[src/rtl/systolic_tile_seq_if.sv]
// Sequencer-side bundle: start/k_len request, status pulses, tile-buffer read ports and array edge feeds.
// Pure wiring, no latency of its own.
// master = sequencer (drives reads, feeds, status); slave = buffer/array/host side.
interface systolic_tile_seq_if #(
    parameter int N          = 4,
    parameter int DATA_WIDTH = 16,
    parameter int K_MAX      = 64,
    parameter int KW         = $clog2(K_MAX + 1),
    parameter int AW         = $clog2(K_MAX)
);
    logic                    start;
    logic [KW-1:0]           k_len;
    logic                    busy;
    logic                    done;
    logic                    res_valid;
    logic                    pe_clr;
    logic                    a_rd_en;
    logic [AW-1:0]           a_rd_addr;
    logic [N*DATA_WIDTH-1:0] a_rd_data;
    logic                    b_rd_en;
    logic [AW-1:0]           b_rd_addr;
    logic [N*DATA_WIDTH-1:0] b_rd_data;
    logic [N*DATA_WIDTH-1:0] a_feed;
    logic [N*DATA_WIDTH-1:0] b_feed;

    modport master (
        input  start, k_len, a_rd_data, b_rd_data,
        output busy, done, res_valid, pe_clr,
               a_rd_en, a_rd_addr, b_rd_en, b_rd_addr, a_feed, b_feed
    );

    modport slave (
        output start, k_len, a_rd_data, b_rd_data,
        input  busy, done, res_valid, pe_clr,
               a_rd_en, a_rd_addr, b_rd_en, b_rd_addr, a_feed, b_feed
    );
endinterface

[src/rtl/systolic_tile_seq.sv]
// Sequencer for an N x N output-stationary systolic tile: clear, stream K A-columns/B-rows with diagonal skew, drain, done.
// Latency: done/res_valid 1+k_eff+2N+1 cycles after an accepted start (2 cycles when k_eff=0).
// No backpressure: start is taken only in IDLE, ignored otherwise. Optional SEQ_PERF_CNT_EN adds perf counters.
module systolic_tile_seq #(
    parameter int N          = 4,
    parameter int DATA_WIDTH = 16,
    parameter int K_MAX      = 64,
    parameter int KW         = $clog2(K_MAX + 1),
    parameter int AW         = $clog2(K_MAX)
) (
    input  logic clk,
    input  logic rst_n,
    systolic_tile_seq_if.master bus
`ifdef SEQ_PERF_CNT_EN
    ,
    output logic [31:0] perf_tiles,
    output logic [31:0] perf_busy_cyc
`endif
);
    localparam int DCW = (2 * N > 1) ? $clog2(2 * N) : 1;

    typedef enum logic [2:0] {S_IDLE, S_CLEAR, S_FEED, S_DRAIN, S_DONE} state_e;

    state_e          state_q, state_d;
    logic [KW-1:0]   k_eff_q, k_eff_d;
    logic [AW-1:0]   addr_q,  addr_d;
    logic [DCW-1:0]  drain_q, drain_d;
    logic            rd_en_q;

    // State and counter registers
    always_ff @(posedge clk or negedge rst_n) begin
        if (!rst_n) begin
            state_q <= S_IDLE;
            k_eff_q <= '0;
            addr_q  <= '0;
            drain_q <= '0;
            rd_en_q <= 1'b0;
        end else begin
            state_q <= state_d;
            k_eff_q <= k_eff_d;
            addr_q  <= addr_d;
            drain_q <= drain_d;
            rd_en_q <= (state_q == S_FEED);
        end
    end

    // Next-state logic; the drain counter runs 2N-1..0 so DONE lands the cycle all psums are final
    always_comb begin
        state_d = state_q;
        k_eff_d = k_eff_q;
        addr_d  = addr_q;
        drain_d = drain_q;
        case (state_q)
            S_IDLE: begin
                if (bus.start) begin
                    state_d = S_CLEAR;
                    k_eff_d = (bus.k_len > KW'(K_MAX)) ? KW'(K_MAX) : bus.k_len;
                end
            end
            S_CLEAR: begin
                addr_d  = '0;
                drain_d = DCW'(2 * N - 1);
                state_d = (k_eff_q == '0) ? S_DONE : S_FEED;
            end
            S_FEED: begin
                if (KW'(addr_q) == k_eff_q - KW'(1)) begin
                    state_d = S_DRAIN;
                end else begin
                    addr_d = addr_q + 1'b1;
                end
            end
            S_DRAIN: begin
                if (drain_q == '0) begin
                    state_d = S_DONE;
                end else begin
                    drain_d = drain_q - 1'b1;
                end
            end
            S_DONE: state_d = S_IDLE;
            default: state_d = S_IDLE;
        endcase
    end

    assign bus.busy      = (state_q != S_IDLE);
    assign bus.done      = (state_q == S_DONE);
    assign bus.res_valid = (state_q == S_DONE);
    assign bus.pe_clr    = (state_q == S_CLEAR);
    assign bus.a_rd_en   = (state_q == S_FEED);
    assign bus.b_rd_en   = (state_q == S_FEED);
    assign bus.a_rd_addr = addr_q;
    assign bus.b_rd_addr = addr_q;

    // Lane i sees buffer data (gated by last cycle's read enable) through i extra register stages.
    // The buffer's own read register is lane 0's single stage.
    for (genvar i = 0; i < N; i++) begin : g_lane
        logic [DATA_WIDTH-1:0] a_in, b_in;
        assign a_in = rd_en_q ? bus.a_rd_data[i*DATA_WIDTH +: DATA_WIDTH] : '0;
        assign b_in = rd_en_q ? bus.b_rd_data[i*DATA_WIDTH +: DATA_WIDTH] : '0;
        if (i == 0) begin : g_direct
            assign bus.a_feed[0 +: DATA_WIDTH] = a_in;
            assign bus.b_feed[0 +: DATA_WIDTH] = b_in;
        end else begin : g_chain
            logic [DATA_WIDTH-1:0] a_sr_q [i];
            logic [DATA_WIDTH-1:0] b_sr_q [i];
            // Skew shift chain, flushed on the clear cycle
            always_ff @(posedge clk or negedge rst_n) begin
                if (!rst_n) begin
                    for (int s = 0; s < i; s++) begin
                        a_sr_q[s] <= '0;
                        b_sr_q[s] <= '0;
                    end
                end else if (state_q == S_CLEAR) begin
                    for (int s = 0; s < i; s++) begin
                        a_sr_q[s] <= '0;
                        b_sr_q[s] <= '0;
                    end
                end else begin
                    a_sr_q[0] <= a_in;
                    b_sr_q[0] <= b_in;
                    for (int s = 1; s < i; s++) begin
                        a_sr_q[s] <= a_sr_q[s-1];
                        b_sr_q[s] <= b_sr_q[s-1];
                    end
                end
            end
            assign bus.a_feed[i*DATA_WIDTH +: DATA_WIDTH] = a_sr_q[i-1];
            assign bus.b_feed[i*DATA_WIDTH +: DATA_WIDTH] = b_sr_q[i-1];
        end
    end

`ifdef SEQ_PERF_CNT_EN
    logic [31:0] perf_tiles_q, perf_busy_cyc_q;

    // Saturating tile and busy-cycle counters, cleared only by reset
    always_ff @(posedge clk or negedge rst_n) begin
        if (!rst_n) begin
            perf_tiles_q    <= '0;
            perf_busy_cyc_q <= '0;
        end else begin
            if (state_q == S_DONE && perf_tiles_q != '1) begin
                perf_tiles_q <= perf_tiles_q + 32'd1;
            end
            if (state_q != S_IDLE && perf_busy_cyc_q != '1) begin
                perf_busy_cyc_q <= perf_busy_cyc_q + 32'd1;
            end
        end
    end

    assign perf_tiles    = perf_tiles_q;
    assign perf_busy_cyc = perf_busy_cyc_q;
`endif
endmodule

[src/flat_wrapper.sv]
// flat-port wrapper written by rule: the top's interface ports become plain ports
module systolic_tile_seq_flat 
#(
    parameter int N          = 4,
    parameter int DATA_WIDTH = 16,
    parameter int K_MAX      = 64,
    parameter int KW         = $clog2(K_MAX + 1),
    parameter int AW         = $clog2(K_MAX)
)
  (clk, rst_n, bus_start, bus_k_len, bus_a_rd_data, bus_b_rd_data, bus_busy, bus_done, bus_res_valid, bus_pe_clr, bus_a_rd_en, bus_a_rd_addr, bus_b_rd_en, bus_b_rd_addr, bus_a_feed, bus_b_feed);
  systolic_tile_seq_if #(.N(N), .DATA_WIDTH(DATA_WIDTH), .K_MAX(K_MAX), .KW(KW), .AW(AW)) bus_i ();
  input  logic clk;
  input  logic rst_n;
  input wire logic [$bits(bus_i.start)-1:0] bus_start;
  input wire logic [$bits(bus_i.k_len)-1:0] bus_k_len;
  input wire logic [$bits(bus_i.a_rd_data)-1:0] bus_a_rd_data;
  input wire logic [$bits(bus_i.b_rd_data)-1:0] bus_b_rd_data;
  output wire logic [$bits(bus_i.busy)-1:0] bus_busy;
  output wire logic [$bits(bus_i.done)-1:0] bus_done;
  output wire logic [$bits(bus_i.res_valid)-1:0] bus_res_valid;
  output wire logic [$bits(bus_i.pe_clr)-1:0] bus_pe_clr;
  output wire logic [$bits(bus_i.a_rd_en)-1:0] bus_a_rd_en;
  output wire logic [$bits(bus_i.a_rd_addr)-1:0] bus_a_rd_addr;
  output wire logic [$bits(bus_i.b_rd_en)-1:0] bus_b_rd_en;
  output wire logic [$bits(bus_i.b_rd_addr)-1:0] bus_b_rd_addr;
  output wire logic [$bits(bus_i.a_feed)-1:0] bus_a_feed;
  output wire logic [$bits(bus_i.b_feed)-1:0] bus_b_feed;
  assign bus_i.start = bus_start;
  assign bus_i.k_len = bus_k_len;
  assign bus_i.a_rd_data = bus_a_rd_data;
  assign bus_i.b_rd_data = bus_b_rd_data;
  assign bus_busy = bus_i.busy;
  assign bus_done = bus_i.done;
  assign bus_res_valid = bus_i.res_valid;
  assign bus_pe_clr = bus_i.pe_clr;
  assign bus_a_rd_en = bus_i.a_rd_en;
  assign bus_a_rd_addr = bus_i.a_rd_addr;
  assign bus_b_rd_en = bus_i.b_rd_en;
  assign bus_b_rd_addr = bus_i.b_rd_addr;
  assign bus_a_feed = bus_i.a_feed;
  assign bus_b_feed = bus_i.b_feed;
  systolic_tile_seq #(.N(N), .DATA_WIDTH(DATA_WIDTH), .K_MAX(K_MAX), .KW(KW), .AW(AW)) u_core (.clk(clk), .rst_n(rst_n), .bus(bus_i));
endmodule
[config.mk]
export PLATFORM = sky130hd
export DESIGN_NAME = systolic_tile_seq_flat
export DESIGN_NICKNAME = d
export VERILOG_FILES = /design/src/rtl/systolic_tile_seq_if.sv /design/src/rtl/systolic_tile_seq.sv /design/src/flat_wrapper.sv
export SDC_FILE = /design/constraint.sdc
export NUM_CORES = 1
export LEC_CHECK = 0
export CAP_MARGIN = 10
export CORE_MARGIN = 4
export CORE_UTILIZATION = 35
export CTS_BUF_LIST = sky130_fd_sc_hd__clkbuf_2 sky130_fd_sc_hd__clkbuf_4 sky130_fd_sc_hd__clkbuf_8
export DETAILED_ROUTE_END_ITERATION = 10
export GPL_TIMING_DRIVEN = 0
export HOLD_SLACK_MARGIN = 0.15
export PLACE_DENSITY = 0.76
export SYNTH_ARGS = -nofsm -noshare
export SYNTH_HDL_FRONTEND = slang
export SYNTH_SLANG_ARGS = --single-unit
[constraint.sdc]
create_clock -name clk -period 3.5 [get_ports clk]
set_input_delay 1.05 -clock clk [delete_from_list [all_inputs] [get_ports clk]]
set_output_delay 1.05 -clock clk [all_outputs]
set_load 0.1 [all_outputs]
Word-level counts from Yosys, hierarchy flattened
Cells that the tools add are included.
{"block": "classes", "add_sub_neg": 3, "magnitude_cmp": 1, "eq_ne": 10, "mux": 24, "reduce_logical": 10}
{"operator": "16-bit 2-to-1 mux", "count": 10}
{"operator": "48-bit 2-to-1 mux", "count": 2}
{"operator": "32-bit 2-to-1 mux", "count": 2}
{"operator": "3-bit 2-to-1 mux", "count": 5}
{"operator": "3-bit case mux with 4 select lines", "count": 1}
{"operator": "6-bit case mux with 2 select lines", "count": 1}
{"operator": "6-bit by 7-bit equality test with 1-bit output", "count": 1}
{"operator": "7-bit greater-than comparator, second input constant", "count": 1}
{"operator": "7-bit zero test", "count": 1}
{"operator": "7-bit 2-to-1 mux", "count": 1}
{"operator": "7-bit by 1-bit subtractor with 7-bit output, second input constant", "count": 1}
{"operator": "6-bit by 1-bit adder with 6-bit output, second input constant", "count": 1}
{"operator": "3-bit by 2-bit equality test with 1-bit output, second input constant", "count": 2}
{"operator": "3-bit zero test", "count": 2}
{"operator": "6-bit 2-to-1 mux", "count": 1}
{"operator": "2-bit inequality test, second input constant", "count": 3}
{"operator": "3-bit case mux with 2 select lines", "count": 1}
{"operator": "2-bit AND reduction", "count": 3}
{"operator": "2-bit by 1-bit inequality test with 1-bit output, second input constant", "count": 2}
{"operator": "2-bit nonzero test", "count": 2}
{"operator": "3-bit by 1-bit equality test with 1-bit output, second input constant", "count": 1}
{"operator": "3-bit equality test, second input constant", "count": 1}
{"operator": "3-bit AND reduction", "count": 1}
{"operator": "3-bit nonzero test", "count": 1}
{"operator": "3-bit by 1-bit subtractor with 3-bit output, second input constant", "count": 1}
{"block": "word_totals", "regBits": 212, "input_bits": 138, "output_inout_bits": 146, "wordCells": 65}

Longest topological paths before layout
{"block": "depth", "ltp_word": 4, "mapped_depth": 7, "depth_no_buf": 7}

Worst setup path before layout
Ideal clock, no wire load.
{"block": "synth_path", "path_kind": "register to output", "startpoint": "register u_core.state_q[1]", "endpoint": "output port bus_res_valid", "t_arrival_ps": 3372, "required_time_ps": 2450, "slack_ps": -922, "stages_incl_launch_ff": 4, "n_path_buf": 2, "cell_sequence": "dfrtp_1 > clkbuf_1 > nor3b_1 > buf_4"}
{"block": "synth_via", "elab_chain_cells": 1}
{"item": "from (decl)", "line_no": "systolic_tile_seq.sv:24", "rtl": "state_e state_q, state_d;"}
{"item": "from (signal assigned)", "line_no": "systolic_tile_seq.sv:39", "rtl": "state_q <= state_d;"}
{"item": "3-bit equality test"}
{"item": "to (decl)", "line_no": "flat_wrapper.sv:20", "rtl": "output wire logic [$bits(bus_i.res_valid)-1:0] bus_res_valid;"}
Every way passes these cells.

Worst setup path after layout
{"block": "layout_path", "startpoint": "register u_core.addr_q[2], in the netlist u_core.bus.a_rd_addr[2]", "endpoint": "output port bus_b_rd_addr[2]"}
{"item": "from (decl)", "line_no": "systolic_tile_seq.sv:26", "rtl": "logic [AW-1:0] addr_q, addr_d;"}
{"item": "from (signal assigned)", "line_no": "systolic_tile_seq.sv:41", "rtl": "addr_q <= addr_d;"}
{"item": "to (decl)", "line_no": "flat_wrapper.sv:25", "rtl": "output wire logic [$bits(bus_i.b_rd_addr)-1:0] bus_b_rd_addr;"}
No word-level cell between the ends.

==> impl_metrics.json <==
{
  "syn_inst": 652,
  "async_reset_ff_share_pct": 100,
  "worstPathArrival_ns": 2.31,
  "port_buffers": 283,
  "h-tree-depth": 2,
  "postCtsSetupRepairBufs": 0,
  "layout_commonest_cell": "clkdlybuf4s50_1",
  "slowest_delay_ns": 1.14,
  "final_cells": 1285,
  "yosys_warnings": 0,
  "maxSlewViolCount": 0,
  "fin_nets": 1118,
  "dp_hpwl_um": 15000,
  "pin_count": 284,
  "antenna_found_initial": 2,
  "relSlewSlack_pct": 28.9,
  "drt_iter0_markers": 172,
  "finalCritPeriodShare_pct": 96.1,
  "core-area_sq_mm": 0.0227,
  "dp.cells": 1221,
  "fin_skew_ns": 0.0203,
  "wire_per_inst_um": 15.4,
  "clk_latency_ns": 0.50,
  "ys_ff_latch": 212,
  "numCtsBuffers": 37,
  "crit_family": "buffers and inverters",
  "cts_hold_buffers": 0,
  "synth_top_flop_cell": "dfrtp_1",
  "route.detailed.drc": 0,
  "end_kind": "output port",
  "die_w_um": 160,
  "grt_max_degree": 123,
  "ant_nets": 0,
  "firstDrtPassIters": 4,
  "outcome": "finished clean",
  "path_clk_slew_ns": 0.06,
  "initial_core_util_pct": 35.6,
  "cts_max_path_buffers": 3,
  "hold_viol_final": 0,
  "p_per_area_mw_per_mm2": 997,
  "synth.largest_area_cell": "dfrtp_1",
  "hold_path.class": "register to register",
  "synth_seq_area_share_pct": 65.5,
  "first_global_vias": 6103,
  "synth_edf_count": 0,
  "maxCapViolCount": 0,
  "crit_type": "register to output port",
  "setup_tns_ns": 0,
  "period_minus_slack_ns": 3.36,
  "final_cell_mix": "clkdlybuf4s50_1, dfrtp_1, and2_1",
  "cp_num_buf_inv": 2,
  "worst_pin_slew_ns": 1.06,
  "via_per_inst": 4.42,
  "syn_area_per_cell_sq_um": 12.4,
  "cts_tree": "built",
  "critPathRequiredTime_ns": 2.45,
  "synth_top_area_share_pct": 65.5,
  "place_congestion": 0.802,
  "crit_slowest_cell": "clkdlybuf4s50_1",
  "start_kind": "register",
  "wl_met2_um": 10600,
  "die-height_um": 160,
  "leakage_nw": 6.06,
  "synth_area_leaders": "dfrtp_1, and2_1, and3_1, buf_4, clkbuf_1",
  "cts_num_sinks": 212,
  "globalRouteOverflowTotal": 0,
  "cts_root_buf": "clkbuf_8",
  "route.met3.wl_um": 1570,
  "synth_nets": 795,
  "path_cells": "buf_4 -> clkdlybuf4s50_1",
  "grt_usage_pct": 15.4,
  "max_freq_ghz": 0.297,
  "rows": 55,
  "ir_drop_mv": 0.591,
  "utilization_pct": 53.3,
  "fill_cells": 1985,
  "synthesis.area_sq_mm": 0.00809,
  "die_area_sq_mm": 0.0256,
  "crit_fanout": 9,
  "drive_gt1_share_pct": 18.5,
  "cts_resized": 103,
  "wirelength_um": 19800,
  "drt-met1-wl_um": 7160,
  "highest_layer": "met5",
  "syn_to_final_growth_pct": 49.7,
  "yosysUniqueCellTypes": 41,
  "grt_pass1_wl_um": 31500,
  "num_vias": 5685,
  "rsz0062_at_grt": "false",
  "setup_viol": 0
}
-- worst reg2reg max path, stage by stage (launching register included) --
cell      delay, ns
dfrtp_1        0.31
clkbuf_1       0.36
nand2b_1       0.18
buf_2          0.28
buf_2          0.36
clkbuf_1       0.40
nand2_1        0.11
mux2i_1        0.15
-- metrics by stage --
stage               hold WS [ns]  total power [W]  worst slack, ns  cell area [sq um]
finish                     0.439           0.0121            0.137              12100
global route               0.457           0.0127          0.00808              12100
CTS                        0.443           0.0123        -0.000606              12200
detailed placement         0.432          0.00988           -0.393              11300
global placement           0.430          0.00979            -7.16              11300
floorplan                  0.428          0.00824            0.199               8100
-- final timing paths --
kind / startpoint / end / slack [ns] / depth (start not counted)
max in group asynchronous: rst_n / u_core.k_eff_q[3] / 1.92 / 2
worst max-delay path: u_core.bus.a_rd_addr[2] / bus_b_rd_addr[2] / 0.14 / 2
worst min-delay path: u_core.g_lane[3].g_chain.b_sr_q[46] / u_core.g_lane[3].g_chain.b_sr_q[30] / 0.44 / 1
worst max register to register: u_core.state_q[1] / u_core.bus.a_rd_addr[1] / 1.27 / 7
min in group asynchronous: rst_n / u_core.g_lane[2].g_chain.b_sr_q[29] / 0.53 / 1
worst min register to register: u_core.g_lane[3].g_chain.b_sr_q[46] / u_core.g_lane[3].g_chain.b_sr_q[30] / 0.44 / 1
-- layer usage --
metal | track usage, % | vias to the layer above
li1 | - | 2697
met1 | 16.4 | 2732
met2 | 28.2 | 220
met3 | 5.29 | 34
met4 | 5.51 | 2
met5 | 0 | -
-- synthesized netlist by cell type (3+ instances only) --
cell type and n:
and2_1 128, and3_1 97, buf_4 72, clkbuf_1 36
dfrtp_1 212, ha_1 5, inv_1 9, mux2i_1 3
nand2_1 16, nand2b_1 8, nand3_1 6, nor2_1 5
o211ai_1 3, o21ai_0 8, or3_1 3, xnor2_1 3
xor2_1 7
-- power breakdown --
| part | internal, W | leakage [nW] | switching (W) |
|---|---|---|---|
| clock | 0.00144 | 0.425 | 0.000931 |
| sequential | 0.00311 | 2.87 | 0.000238 |
| combinational | 0.00166 | 2.76 | 0.00471 |
| total | 0.00621 | 6.06 | 0.00588 |
-- kinds of logic after synthesis --
family,Yosys count,share of synthesized area (%)
AND/OR/NAND/NOR,276,20.8
flip-flops,212,65.5
buffers and inverters,121,9.07
AO/OA/AOI/OAI,24,2.20
XOR/XNOR,10,1.08
adder cells (fa/ha/maj),5,0.773
multiplexers,4,0.510
-- state kept, by name, indices dropped and copies added (netlist names) --
| register | count |
|---|---|
| u_core.bus.a_rd_addr | 6 |
| u_core.bus.a_feed | 32 |
| u_core.rd_en_q | 1 |
| u_core.state_q | 3 |
| u_core.k_eff_q | 7 |
| u_core.g_lane.g_chain.b_sr_q | 64 |
| u_core.drain_q | 3 |
| u_core.bus.b_feed | 32 |
| u_core.g_lane.g_chain.a_sr_q | 64 |
-- cell type report --
cell class	count	area, sq um	area share (%)
Sequential cell	212	5310	43.8
Antenna cell	1	2.50	0.0207
Inverter	10	37.5	0.310
Tap cell	285	357	2.94
Multi-Input combinational cell	319	2060	17.0
Clock buffer	56	708	5.85
Clock inverter	7	88.8	0.733
Buffer	111	699	5.77
Timing Repair Buffer	284	2860	23.6
(Power assumes the default switching activity.)
